===== config.mk =====
export PLATFORM = sky130hd
export DESIGN_NAME = reversalmb_module_partner
export DESIGN_NICKNAME = d
export VERILOG_FILES = /design/src/rtl/reversalmb_module_partner_pkg.sv /design/src/rtl/reversalmb_module_partner.sv
export SDC_FILE = /design/constraint.sdc
export NUM_CORES = 1
export LEC_CHECK = 0
export ABC_CLOCK_PERIOD_IN_PS = 2700
export CAP_MARGIN = 20
export CORE_MARGIN = 4
export CORE_UTILIZATION = 45
export CTS_CLUSTER_DIAMETER = 80
export DETAILED_ROUTE_END_ITERATION = 10
export PLACE_DENSITY = 0.82
export SLEW_MARGIN = 30
export SYNTH_ARGS = -nofsm -noshare
export SYNTH_HDL_FRONTEND = slang
export SYNTH_SLANG_ARGS = --single-unit

===== constraint.sdc =====
create_clock -name CLK -period 2.7 [get_ports CLK]
set_clock_uncertainty 0.15 [all_clocks]
set_input_delay 0.27 -clock CLK [delete_from_list [all_inputs] [get_ports CLK]]
set_output_delay 0.27 -clock CLK [all_outputs]
set_load 0.005 [all_outputs]

===== src/rtl/reversalmb_module_partner_pkg.sv =====
// Sideband message codes shared by the MBINIT step controllers.
// Message codes are common to every step; the lane width is shared as well.
package reversalmb_module_partner_pkg;

    typedef enum logic [3:0] {
        SB_NONE             = 4'b0000,
        SB_INIT_REQ         = 4'b0001,
        SB_INIT_RESP        = 4'b0010,
        SB_CLEAR_ERROR_REQ  = 4'b0011,
        SB_CLEAR_ERROR_RESP = 4'b0100,
        SB_RESULT_REQ       = 4'b0101,
        SB_RESULT_RESP      = 4'b0110,
        SB_DONE_REQ         = 4'b0111,
        SB_DONE_RESP        = 4'b1000
    } sb_msg_e;

    localparam int unsigned LANES = 16;

endpackage


===== src/rtl/reversalmb_module_partner.sv =====
// MBINIT.REVERSALMB partner-side controller: answers init / clear-error /
// result / done requests and gates the RX lane comparator window.
module reversalmb_module_partner
    import reversalmb_module_partner_pkg::*;
(
    input  logic             CLK,
    input  logic             rst_n,
    input  logic             i_MBINIT_REPAIRVAL_end,
    input  logic [3:0]       i_RX_SbMessage,
    input  logic             i_msg_valid,
    input  logic             i_Busy_SideBand,
    input  logic             i_falling_edge_busy,
    input  logic [LANES-1:0] i_lane_results,
    input  logic             i_compare_done,
    output logic [3:0]       o_TX_SbMessage,
    output logic             o_ValidOutData,
    output logic [LANES-1:0] o_TX_data,
    output logic             o_clear_error,
    output logic             o_rx_compare_en,
    output logic             o_MBINIT_REVERSALMB_end
);

    typedef enum logic [3:0] {
        ST_IDLE      = 4'd0,
        ST_WAIT_INIT = 4'd1,
        ST_BUSY_INIT = 4'd2,
        ST_INIT_RESP = 4'd3,
        ST_WAIT_MSG  = 4'd4,
        ST_BUSY_CLR  = 4'd5,
        ST_CLR_RESP  = 4'd6,
        ST_WAIT_CMP  = 4'd7,
        ST_BUSY_RES  = 4'd8,
        ST_RES_RESP  = 4'd9,
        ST_BUSY_DONE = 4'd10,
        ST_DONE_RESP = 4'd11,
        ST_DONE      = 4'd12
    } state_e;

    state_e           r_state;
    state_e           w_next;
    logic             w_enable;
    logic             w_enter_resp;
    logic [3:0]       w_resp_code;
    logic             w_latch;
    logic             w_clr_exit;

    logic [3:0]       r_tx_msg;
    logic             r_valid;
    logic [LANES-1:0] r_tx_data;
    logic             r_clear_error;
    logic             r_cmp_en;
    logic             r_end;

    assign w_enable = i_MBINIT_REPAIRVAL_end;

    always_comb begin
        w_next = r_state;
        if (!w_enable) begin
            w_next = ST_IDLE;
        end else begin
            unique case (r_state)
                ST_IDLE: w_next = ST_WAIT_INIT;
                ST_WAIT_INIT: begin
                    if (i_msg_valid && (i_RX_SbMessage == SB_INIT_REQ))
                        w_next = ST_BUSY_INIT;
                end
                ST_BUSY_INIT: begin
                    if (!i_Busy_SideBand)
                        w_next = ST_INIT_RESP;
                end
                ST_INIT_RESP: begin
                    if (i_falling_edge_busy)
                        w_next = ST_WAIT_MSG;
                end
                ST_WAIT_MSG: begin
                    if (i_msg_valid) begin
                        if (i_RX_SbMessage == SB_CLEAR_ERROR_REQ)
                            w_next = ST_BUSY_CLR;
                        else if (i_RX_SbMessage == SB_RESULT_REQ)
                            w_next = ST_WAIT_CMP;
                        else if (i_RX_SbMessage == SB_DONE_REQ)
                            w_next = ST_BUSY_DONE;
                    end
                end
                ST_BUSY_CLR: begin
                    if (!i_Busy_SideBand)
                        w_next = ST_CLR_RESP;
                end
                ST_CLR_RESP: begin
                    if (i_falling_edge_busy)
                        w_next = ST_WAIT_MSG;
                end
                ST_WAIT_CMP: begin
                    if (i_compare_done)
                        w_next = ST_BUSY_RES;
                end
                ST_BUSY_RES: begin
                    if (!i_Busy_SideBand)
                        w_next = ST_RES_RESP;
                end
                ST_RES_RESP: begin
                    if (i_falling_edge_busy)
                        w_next = ST_WAIT_MSG;
                end
                ST_BUSY_DONE: begin
                    if (!i_Busy_SideBand)
                        w_next = ST_DONE_RESP;
                end
                ST_DONE_RESP: begin
                    if (i_falling_edge_busy)
                        w_next = ST_DONE;
                end
                ST_DONE: w_next = ST_DONE;
                default: w_next = ST_IDLE;
            endcase
        end
    end

    // Response code belonging to the state being entered; zero elsewhere.
    always_comb begin
        w_resp_code = SB_NONE;
        unique case (w_next)
            ST_INIT_RESP: w_resp_code = SB_INIT_RESP;
            ST_CLR_RESP:  w_resp_code = SB_CLEAR_ERROR_RESP;
            ST_RES_RESP:  w_resp_code = SB_RESULT_RESP;
            ST_DONE_RESP: w_resp_code = SB_DONE_RESP;
            default:      w_resp_code = SB_NONE;
        endcase
    end

    assign w_enter_resp = (w_resp_code != SB_NONE) && (w_next != r_state);
    assign w_latch      = (r_state == ST_WAIT_CMP) && (w_next == ST_BUSY_RES);
    assign w_clr_exit   = (r_state == ST_CLR_RESP) && (w_next == ST_WAIT_MSG);

    always_ff @(posedge CLK or negedge rst_n) begin
        if (!rst_n) begin
            r_state       <= ST_IDLE;
            r_tx_msg      <= '0;
            r_valid       <= 1'b0;
            r_tx_data     <= '0;
            r_clear_error <= 1'b0;
            r_cmp_en      <= 1'b0;
            r_end         <= 1'b0;
        end else begin
            r_state       <= w_next;
            r_valid       <= w_enter_resp;
            r_tx_msg      <= w_enter_resp ? w_resp_code : 4'b0000;
            r_clear_error <= w_enter_resp && (w_next == ST_CLR_RESP);
            r_end         <= (w_next == ST_DONE);
            // Enable low forces IDLE, which also suppresses the pulses above.
            if (!w_enable) begin
                r_tx_data <= '0;
                r_cmp_en  <= 1'b0;
            end else begin
                if (w_latch)
                    r_tx_data <= i_lane_results;
                if (w_clr_exit)
                    r_cmp_en <= 1'b1;
                else if (w_latch)
                    r_cmp_en <= 1'b0;
            end
        end
    end

    assign o_TX_SbMessage          = r_tx_msg;
    assign o_ValidOutData          = r_valid;
    assign o_TX_data               = r_tx_data;
    assign o_clear_error           = r_clear_error;
    assign o_rx_compare_en         = r_cmp_en;
    assign o_MBINIT_REVERSALMB_end = r_end;

endmodule


==> impl_results.md <==
* Drc violations at 0
* Startpoint Class: flop
* Max-cap violations at 0
* Yosys top cell area share at 0.443
* Post-DRT Antenna Nets at 0
* Clock Latency Late Sink at 320 ps
* Max Freq at 397 MHz
* Layout cells sized above 1 at 0.0654
* Total grt overflow at 0
* Vias at 1411
* Starting Density at 0.484
* VDD IR max at 0.321 mV
* Routability-driven placement congestion ratio at 0.875
* Hold crit path type: in -> async
* Main area contributors after synthesis: dfrtp_1 (44%), nand2_1 (9.6%), a21boi_0 (7.9%)
* Sink Count at 27
* Chip width at 66.2 µm
* Die span in y at 66.2 µm
* Ys async rst share at 1.00
* Final setup fails at 0
* Area of the core at 3150 µm²
* Post-CTS setup repair buffer count at 0
* Initial antenna violation count at 0
* PwrDens at 333 nW/µm²
* Number of flops mapped to enable cells by yosys at 0
* Max Slew Vio Count at 0
* Row cnt at 20
* Largest net degree at the start of global routing at 28
* First-pass GRT wire length at 6170 µm
* Worst hold slack at 155 ps
* IO Pins at 51
* Crit path DAT at 2600 ps
* DP Wirelength at 2860 µm
* Syn Nets at 196
* Synth cell types at 46
* Dpl ws at 166 ps
* CTS tree: built
* Final Hold Fails at 0
* Clock root buffer master: clkbuf_4
* Pleak at 0.784 nW
* DRT iter0 DRCs at 61
* Post-Route Setup TNS at 0 ps
* Mapped Area at 1530 µm²
* Vias in the first global route at 1321
* Tmin final at 2520 ps
* Full die area at 4390 µm²
* Kind of critical path: reg -> reg
* CP endpoint kind: flop
* Slew margin rel. at 0.631
* Most frequent cell after synthesis: nand2_1
* Slew @ Worst Pin at 553 ps
* Fin crit share at 0.933
* Mean post-synth cell area at 9.02 µm²
* Max FO, Critical Path at 16
* Critical Path, Cell by Cell: or2b_1, a21oi_1, nor3_1, a211oi_1, nor2_1, o32ai_1
* # diodes at 0
* Synth Flop Type: dfrtp_1
* CTS Hold Bufs at 0
* WL/cell at 14.5 µm
* Largest stage delay, worst path at 700 ps
* Sequential area share after synthesis at 0.443
* Final WL at 3750 µm
* Cell taking the most area after synthesis: dfrtp_1
* Clock slew seen by the registers of the worst setup and hold paths at 130 ps
* Reg2reg setup slack at 180 ps
* FF+latch count, synth at 27
* Status: finished, final reports clean
* Area grow syn2layout at 34.8%
* Nets at 242
* Yosys warns at 0
* Tot GR Track Use at 0.179
* Worst path slowest cell: dfrtp_1
* RSZ-0062 raised after global routing: false
* Final worst setup slack at 180 ps
* Cells after Synth at 169
* IO buf count at 49
* Via-per-instance ratio at 5.47
* Htree depth at 1
* CP required at 2780 ps
* Post-DP Area at 2030 µm²
* Total CTS buffers at 3
* DR pass1 iterations at 5
* Commonest cells in the synthesized netlist: nand2_1 (39), dfrtp_1 (27), a21boi_0 (16)
* Max Root-Sink Buffers at 2
* Finished Cell Area at 2060 µm²
power breakdown:
| group | switching (mW) | internal [mW] |
|---|---|---|
| combinational | 0.0463 | 0.0566 |
| sequential | 0.00765 | 0.406 |
| clock | 0.110 | 0.0579 |
layout by cell type (no fill, tap or decap), types with 2 or more instances in the layout:
master and n:
a211oi_1 4, a211oi_2 2, a21boi_0 16, a21oi_1 4
buf_4 3, clkbuf_4 3, clkdlybuf4s50_1 49, dfrtp_1 26
inv_1 2, nand2_1 39, nand2b_1 2, nand3_1 4
nor2_1 8, nor2b_1 4, nor3_1 7, nor3b_1 3
nor4_1 2, o211ai_1 2, o22ai_1 2, o2bb2ai_1 2
o32ai_1 3, xnor2_1 2
worst max-delay path, delay by kind of cell (launching register included):
kind,cells,cell delay [ps]
AO/OA/AOI/OAI,3,1000
flip-flops,1,700
AND/OR/NAND/NOR,3,580
path summary, 6_finish.rpt:
check	endpoint	startpoint	cells after the start
max	o_TX_SbMessage[2]	r_state[1]	6
min	r_state[1]	rst_n	2
max reg2reg	o_TX_SbMessage[2]	r_state[1]	6
min reg2reg	o_TX_data[10]	o_TX_data[10]	2
max in group asynchronous	r_state[2]	rst_n	2
min in group CLK	o_TX_data[10]	i_lane_results[10]	3
what timing repair did:
action	CTS	global route
endpoints found under the setup margin	0	1
hold endpoints to repair	0	0
gates resized for setup	0	1
per-stage QoR:
step | std cells | util | total power, mW
6_report | 258 | 0.652 | 0.684
5_1_grt | 258 | 0.652 | 0.720
4_1_cts | 258 | 0.652 | 0.691
3_5_place_dp | 254 | 0.643 | 0.523
3_3_place_gp | 254 | 0.643 | 0.520
2_1_floorplan | 169 | - | 0.465
kinds of logic after synthesis:
logic type	after synthesis	share of synthesized area
AND/OR/NAND/NOR	83	0.281
XOR/XNOR	2	0.0115
other	1	0.00246
buffers and inverters	14	0.0500
flip-flops	27	0.443
AO/OA/AOI/OAI	42	0.212
area by class of cell:
cell class | count | area (µm²)
Fill cell | 273 | 1100
Multi-Input combinational cell | 128 | 773
Sequential cell | 27 | 677
Timing Repair Buffer | 52 | 513
Tap cell | 44 | 55.1
Clock buffer | 4 | 26.3
Inverter | 3 | 11.3
sequential cells by signal, summed over array words and instances (netlist names):
register                 cells
o_MBINIT_REVERSALMB_end      1
o_rx_compare_en              1
o_clear_error                1
o_ValidOutData               1
r_state                      4
o_TX_SbMessage               3
o_TX_data                   16
routing by layer:
| layer | up-vias | global-route usage | wire length, µm |
|---|---|---|---|
| li1 | 689 | - | - |
| met1 | 662 | 0.219 | 1600 |
| met2 | 56 | 0.316 | 1890 |
| met3 | 4 | 0.0527 | 239 |
| met4 | 0 | 0.0279 | 19 |
| met5 | - | 0 | 0 |
No activity file was read; power rests on OpenSTA's default activity.
